[src/rtl/mux_sel_sequencer.sv]
// mux_sel_sequencer
//   Upstream sequencer for an 8x1 bit-select mux. A word accepted over a
//   valid/ready handshake is held on `word` while `sel` walks all eight bit
//   positions, BIT_PERIOD clocks per position, serialising the word through
//   the mux. bit_valid/bit_last qualify the mux output.
//
// Parameters
//   MSB_FIRST   0: sel steps 0->7, 1: sel steps 7->0
//   BIT_PERIOD  clocks each sel value is held (1..255)
//
// Ports
//   clk         rising-edge clock
//   rst_n       synchronous active-low reset
//   load_valid  load_data valid
//   load_ready  a word can be accepted this cycle (combinational)
//   load_data   word to serialise
//   abort       synchronous cancel of the current word
//   word        held word, drives mux in[7:0]
//   sel         current bit index, drives mux sel[2:0]
//   bit_valid   mux output is a valid serial bit this cycle
//   bit_last    current bit is the final bit of the word
//   busy        sequencer is sending
module mux_sel_sequencer #(
   parameter bit          MSB_FIRST  = 1'b0,
   parameter int unsigned BIT_PERIOD = 1
) (
   input  logic       clk,
   input  logic       rst_n,
   input  logic       load_valid,
   output logic       load_ready,
   input  logic [7:0] load_data,
   input  logic       abort,
   output logic [7:0] word,
   output logic [2:0] sel,
   output logic       bit_valid,
   output logic       bit_last,
   output logic       busy
);

   localparam int unsigned CW      = (BIT_PERIOD < 2) ? 1 : $clog2(BIT_PERIOD + 1);
   localparam logic [2:0]  FIRST   = MSB_FIRST ? 3'd7 : 3'd0;
   localparam logic [2:0]  LAST    = MSB_FIRST ? 3'd0 : 3'd7;
   localparam logic [CW-1:0] CNT_MAX = CW'(BIT_PERIOD - 1);

   typedef enum logic {IDLE, SEND} state_t;

   state_t        state;
   logic [CW-1:0] cnt;
   logic          period_done;
   logic          at_last;
   logic          accept;

   always_comb begin
      period_done = (cnt == CNT_MAX);
      at_last     = (sel == LAST);
      // Ready in IDLE, or in the final clock of the final bit so the next
      // word follows with no idle cycle; abort and reset both block it.
      load_ready  = rst_n && !abort &&
                    ((state == IDLE) || (state == SEND && at_last && period_done));
      accept      = load_valid && load_ready;
      bit_valid   = (state == SEND);
      busy        = (state == SEND);
      bit_last    = (state == SEND) && at_last;
   end

   always_ff @(posedge clk) begin
      if (!rst_n) begin
         state <= IDLE;
         word  <= '0;
         sel   <= FIRST;
         cnt   <= '0;
      end else if (abort) begin
         // word is deliberately kept; only the sequencing state is cleared
         state <= IDLE;
         sel   <= FIRST;
         cnt   <= '0;
      end else begin
         case (state)
            IDLE: begin
               if (accept) begin
                  word  <= load_data;
                  sel   <= FIRST;
                  cnt   <= '0;
                  state <= SEND;
               end
            end
            SEND: begin
               if (!period_done) begin
                  cnt <= cnt + CW'(1);
               end else begin
                  cnt <= '0;
                  if (!at_last) begin
                     sel <= MSB_FIRST ? (sel - 3'd1) : (sel + 3'd1);
                  end else if (accept) begin
                     word <= load_data;
                     sel  <= FIRST;
                  end else begin
                     state <= IDLE;
                  end
               end
            end
            default: state <= IDLE;
         endcase
      end
   end

endmodule

[config.mk]
export PLATFORM = sky130hd
export DESIGN_NAME = mux_sel_sequencer
export DESIGN_NICKNAME = d
export VERILOG_FILES = /design/src/rtl/mux_sel_sequencer.sv
export SDC_FILE = /design/constraint.sdc
export NUM_CORES = 1
export LEC_CHECK = 0
export CAP_MARGIN = 20
export CORE_MARGIN = 2
export CORE_UTILIZATION = 39
export DETAILED_ROUTE_END_ITERATION = 6
export HOLD_SLACK_MARGIN = 0.06
export PLACE_DENSITY = 0.76
export SLEW_MARGIN = 10
export SYNTH_ARGS = -nofsm -noshare
export SYNTH_HDL_FRONTEND = slang
export SYNTH_SLANG_ARGS = --single-unit
export TNS_END_PERCENT = 5
[constraint.sdc]
create_clock -name clk -period 1.63 [get_ports clk]
set_clock_uncertainty 0.05 [all_clocks]
set_input_delay 0.326 -clock clk [delete_from_list [all_inputs] [get_ports clk]]
set_output_delay 0.326 -clock clk [all_outputs]
set_load 0.01 [all_outputs]
Word-level counts from Yosys, hierarchy flattened
Index checks and enable logic that the tools add are counted.

Memories kept: 0. Latch bits: 0. Input port bits: 12. Bits in writable memories: 0. Flip-flop bits (word level): 13. Output and inout bits: 15. ROM bits: 0.

Eq/ne operators: 4. Add/subtract/negate cells: 2. $lt $le $gt $ge: 0. Bitwise logic cells: 4. Div/mod/pow operators: 0. Shift-type cells: 0. Multipliers: 0. Muxes and demuxes: 15. Reduce and logical (&&, ||, !) cells: 9.

Operator list (count): $mux W8 (3); $pmux W8 S2 (1); $mux W3 (3); $pmux W3 S2 (1); $logic_and A1 B1 Y1 (5); $mux W1 (5); $ne A2 B2 Y1 const B (2); $not A1 Y1 (4); $pmux W1 S2 (2); $add A3 B1 Y3 const B (1); $eq A3 B3 Y1 const B (1); $reduce_and A3 Y1 (1); $ne A2 B1 Y1 const B (1); $reduce_or A2 Y1 (1); $add A1 B1 Y1 const B (1); $logic_not A1 Y1 (1); $logic_or A1 B1 Y1 (1).

Logic depth before layout (Yosys ltp)
Depth after elaboration: 10. Gate-level depth with buffers: 6. Gate-level depth less buffers: 5.

Worst setup path before layout
Ideal clock, no wire load.

Kind: register -> register. Start point: register sel[0]. End point: register word[0]. Library setup time: 67 ps. Path buffers: 1. Period minus slack after synthesis: 1505 ps. Cell stages (with the launch flop): 7. Path slack: 125 ps. Arrival time: 1388 ps. Path through: dfxtp_1 -> ha_1 -> ha_1 -> or2b_1 -> and3_4 -> buf_6 -> o21ai_2.

Word-level cells in the longest chain between the ends: 10.

RTL lines: from (decl) (line 34) `output logic [2:0] sel,`; from (signal assigned) (line 93) `sel <= MSB_FIRST ? (sel - 3'd1) : (sel + 3'd1);`; $eq A3 B3 Y1 * (line 55) `at_last = (sel == LAST);`; $logic_and A1 B1 Y1 (2 in series) (line 59) `((state == IDLE) || (state == SEND && at_last && period_done));`; $logic_or A1 B1 Y1 (line 59); $logic_and A1 B1 Y1 (line 58) `load_ready = rst_n && !abort &&`; $logic_and A1 B1 Y1 (line 60) `accept = load_valid && load_ready;`; $mux W8 (3 in series); $pmux W8 S2; to (signal assigned) (line 81) `word <= load_data;`; to (signal assigned) (line 95) `word <= load_data;`; to (decl) (line 33) `output logic [7:0] word,`.

Every way passes the cells marked *; elsewhere a longest branch is shown, timed or not. The select of a mux whose other input is x is not followed. A chain may end at the register's enable or synchronous reset.

Final worst setup path
Start point: register sel[1]. End point: output port bit_last.

Word-level cells in the longest chain between the ends: 2.

RTL lines: $eq A3 B3 Y1 (line 55); $logic_and A1 B1 Y1 (line 63) `bit_last = (state == SEND) && at_last;`; to (decl) (line 36) `output logic bit_last,`.

No other way between the ends.

==> results by group <==
Status
  • Run status: finished with violations
  • Failing checks: negative setup slack

Yosys
  • Library cells used by synthesis: 17
  • Mapped Nets: 76
  • Ys flop type: dfxtp_1
  • Synth Instances: 62
  • Synth area leader: dfxtp_1
  • Ys Warns: 0
  • Top post-synthesis cells by area: dfxtp_1, o21ai_2, nand4_1, nand2_1, buf_6
  • Synth Cell Area: 584 µm²
  • Sequential fraction of the synthesis area: 41.1%
  • Top cell type's share of synthesized area: 41.1%
  • Syn avg cell area: 9.42 µm²
  • EDFF count, synth: 0
  • Asr flop ratio synth: 0%
  • FF+latch count, synth: 12

Setup path
  • CP Data Required Time: 1250 ps
  • CP startpoint kind: register
  • Reg2Reg Setup Slack: 100 ps
  • CP bufs+invs: 2
  • Worst-path maximum fanout: 2
  • Register-to-Register Path Depth: 6
  • Top Family by Delay on Critical Path: flip-flops
  • CP endpoint kind: primary output
  • Max stage delay on crit path: 340 ps
  • Reg2reg start: sel[1]$_SDFF_PP0_
  • Critical-path cell list: ha_4, ha_4, buf_6, and2_4, buf_6
  • Critical path class: register to primary output
  • CP max stage cell: dfxtp_2
  • RR Endpoint: word[4]$_SDFFE_PN0P_
  • WP data arrival: 1290 ps

Pwr
  • Design Power: 0.675 mW
  • Static Leak: 0.414 nW
  • PwrDens: 690 mW/mm²
  • IR Drop Worst-Case VDD: 0.579 mV

Final layout
  • Final instance area: 978 µm²
  • Filler Cell Count: 99
  • Antenna diodes: 0
  • Share of post-route cells with drive strength above 1: 36.4%
  • Synth-to-Final Area Change: 67.5%
  • Finished Layout Cells: 114
  • Nets: 114
  • Final core occ: 72.5%

Placed design
  • Port bufs: 26
  • Placer Congestion: 0.802
  • Placed Instances: 110
  • Dpl ws: -458 ps
  • Post-DP Area: 907 µm²
  • DPL Wire Length: 1100 µm

Timing
  • Final setup viols: 1
  • Max Clk Rate: 601 MHz
  • Final slew viol count: 0
  • Min Hold Slack: 408 ps
  • Final-report hold violation count: 0
  • Slew HR: 88.7%
  • Unrepaired setup endpoints after global routing: true
  • Ratio of final minimum period to clock period: 102%
  • Slew @ Worst Pin: 169 ps
  • Setup tns final: -33.3 ps
  • Minimum clock period: 1660 ps
  • PnR worst setup slack: -33.3 ps

Drt
  • Post-Route WL: 1470 µm
  • Routed Antenna Nets: 0
  • Drt drc: 0
  • Vias: 580
  • Via/cell ratio: 5.09
  • Wire per inst: 12.9 µm
  • 1st-iter DRT viols: 13
  • Drt pass-1 iters: 4

Die
  • Die area: 0.00182 mm²
  • Initial Util: 43.3%
  • Die Ht: 42.7 µm
  • Die Width: 42.7 µm
  • Core box area: 0.00135 mm²
  • Num ports: 27
  • Cell row count: 13

Clocking
  • Worst-Skew Late Latency: 280 ps
  • Max Root-Sink Buffers: 2
  • Root buffer cell: clkbuf_4
  • Htree depth: 1
  • CTS Buf Count: 3
  • Worst-path clk slew: 70 ps
  • Clock sink count: 12
  • CTS tree: built

Hold path
  • Worst Hold Endpoint: word[2]$_SDFFE_PN0P_
  • Hold Path Class: register to register
  • Worst Hold Launch: word[2]$_SDFFE_PN0P_
  • Hold Path Cell Cnt: 2

Global route
  • Vias in the first global route: 544
  • Total grt overflow: 0
  • Initial antenna violation count: 0
  • Tot GR Track Use: 18.1%
  • Largest net degree at the start of global routing: 10
  • First-pass GRT wire length: 2410 µm

Job
  • Max-cap violations: 0
-- worst max path at each step --
stage / start / end / slack (ps) / cells after the start
2_1_floorplan: sel[0]$_SDFF_PP0_ / word[0]$_SDFFE_PN0P_ / 120 / 6
3_3_place_gp: rst_n / load_ready / -450 / 4
3_5_place_dp: rst_n / load_ready / -460 / 4
4_1_cts: sel[0]$_SDFF_PP0_ / load_ready / -100 / 6
5_1_grt: sel[1]$_SDFF_PP0_ / bit_last / -70 / 5
6_report: sel[1]$_SDFF_PP0_ / bit_last / -30 / 5
-- synthesized netlist by cell type (2+ instances only) --
cell type	instances
o21ai_2	8
ha_1	2
or2b_1	2
buf_6	3
nand4_1	8
a21oi_1	3
nor2_1	3
nand3b_1	3
nand2_1	10
buf_4	2
dfxtp_1	12
-- kinds of logic (layout without fill, tap and decap cells) --
group                      count (synthesis)  count (layout)  share of synthesized area [%]
and+or+nand+nor                           31              31                           30.8
AOI/OAI and AO/OA                         11              11                           14.6
adders and majority gates                  2               2                           4.28
buffers and inverters                      6              43                           9.21
DFF                                       12              12                           41.1
-- worst reg2reg max path, stage by stage (launching register included) --
cell and delay (ps):
dfxtp_2 340, ha_4 160, ha_4 170, buf_6 110, or2b_1 250, and3_4 250
o21ai_2 140
-- cells in the final DEF, fill, tap and decap left out, drive strengths merged --
cell | Yosys | layout
dlygate4sd2 | 0 | 5
nand2 | 10 | 10
and3 | 1 | 1
a21oi | 3 | 3
nand4 | 8 | 8
buf | 6 | 15
nor2 | 3 | 3
dlymetal6s2s | 0 | 1
clkbuf | 0 | 4
ha | 2 | 2
o21ai | 8 | 8
nand2b | 1 | 1
clkdlybuf4s50 | 0 | 18
and2 | 1 | 1
dfxtp | 12 | 12
nand3b | 3 | 3
or2b | 2 | 2
nor2b | 2 | 2
-- flip-flops by register name, summed over array words and instances, names as in the netlist --
name / count
sel: 3
word: 8
bit_valid: 1
-- repair_timing --
item / 4_1_cts / 5_1_grt
gates resized for setup: 22 / 4
pin swaps: 0 / 3
endpoints found under the setup margin: 7 / 2
hold buffers: 0 / 0
buffers inserted: 1 / 0
-- layout make-up --
cell class              instances  area [µm²]  area share [%]
clock buffers                   4        36.3            3.71
multi-input cells              44         325            33.2
flip-flops and latches         12         244            24.9
well taps                      15        18.8            1.92
repair buffers                 39         354            36.2
-- power breakdown --
part,switching [mW],internal (mW)
logic,0.0515,0.0740
registers,0.00611,0.305
clock network,0.102,0.136
-- layer usage --
layer  GRT usage, %  vias up  share of wire [%]
li1               -      290                  -
met1           19.6      270                 43
met2           30.6       18                 50
met3           6.38        2                5.4
met4           9.38        0                1.3
met5              0        -                  0
No activity file was read; power rests on OpenSTA's default activity.
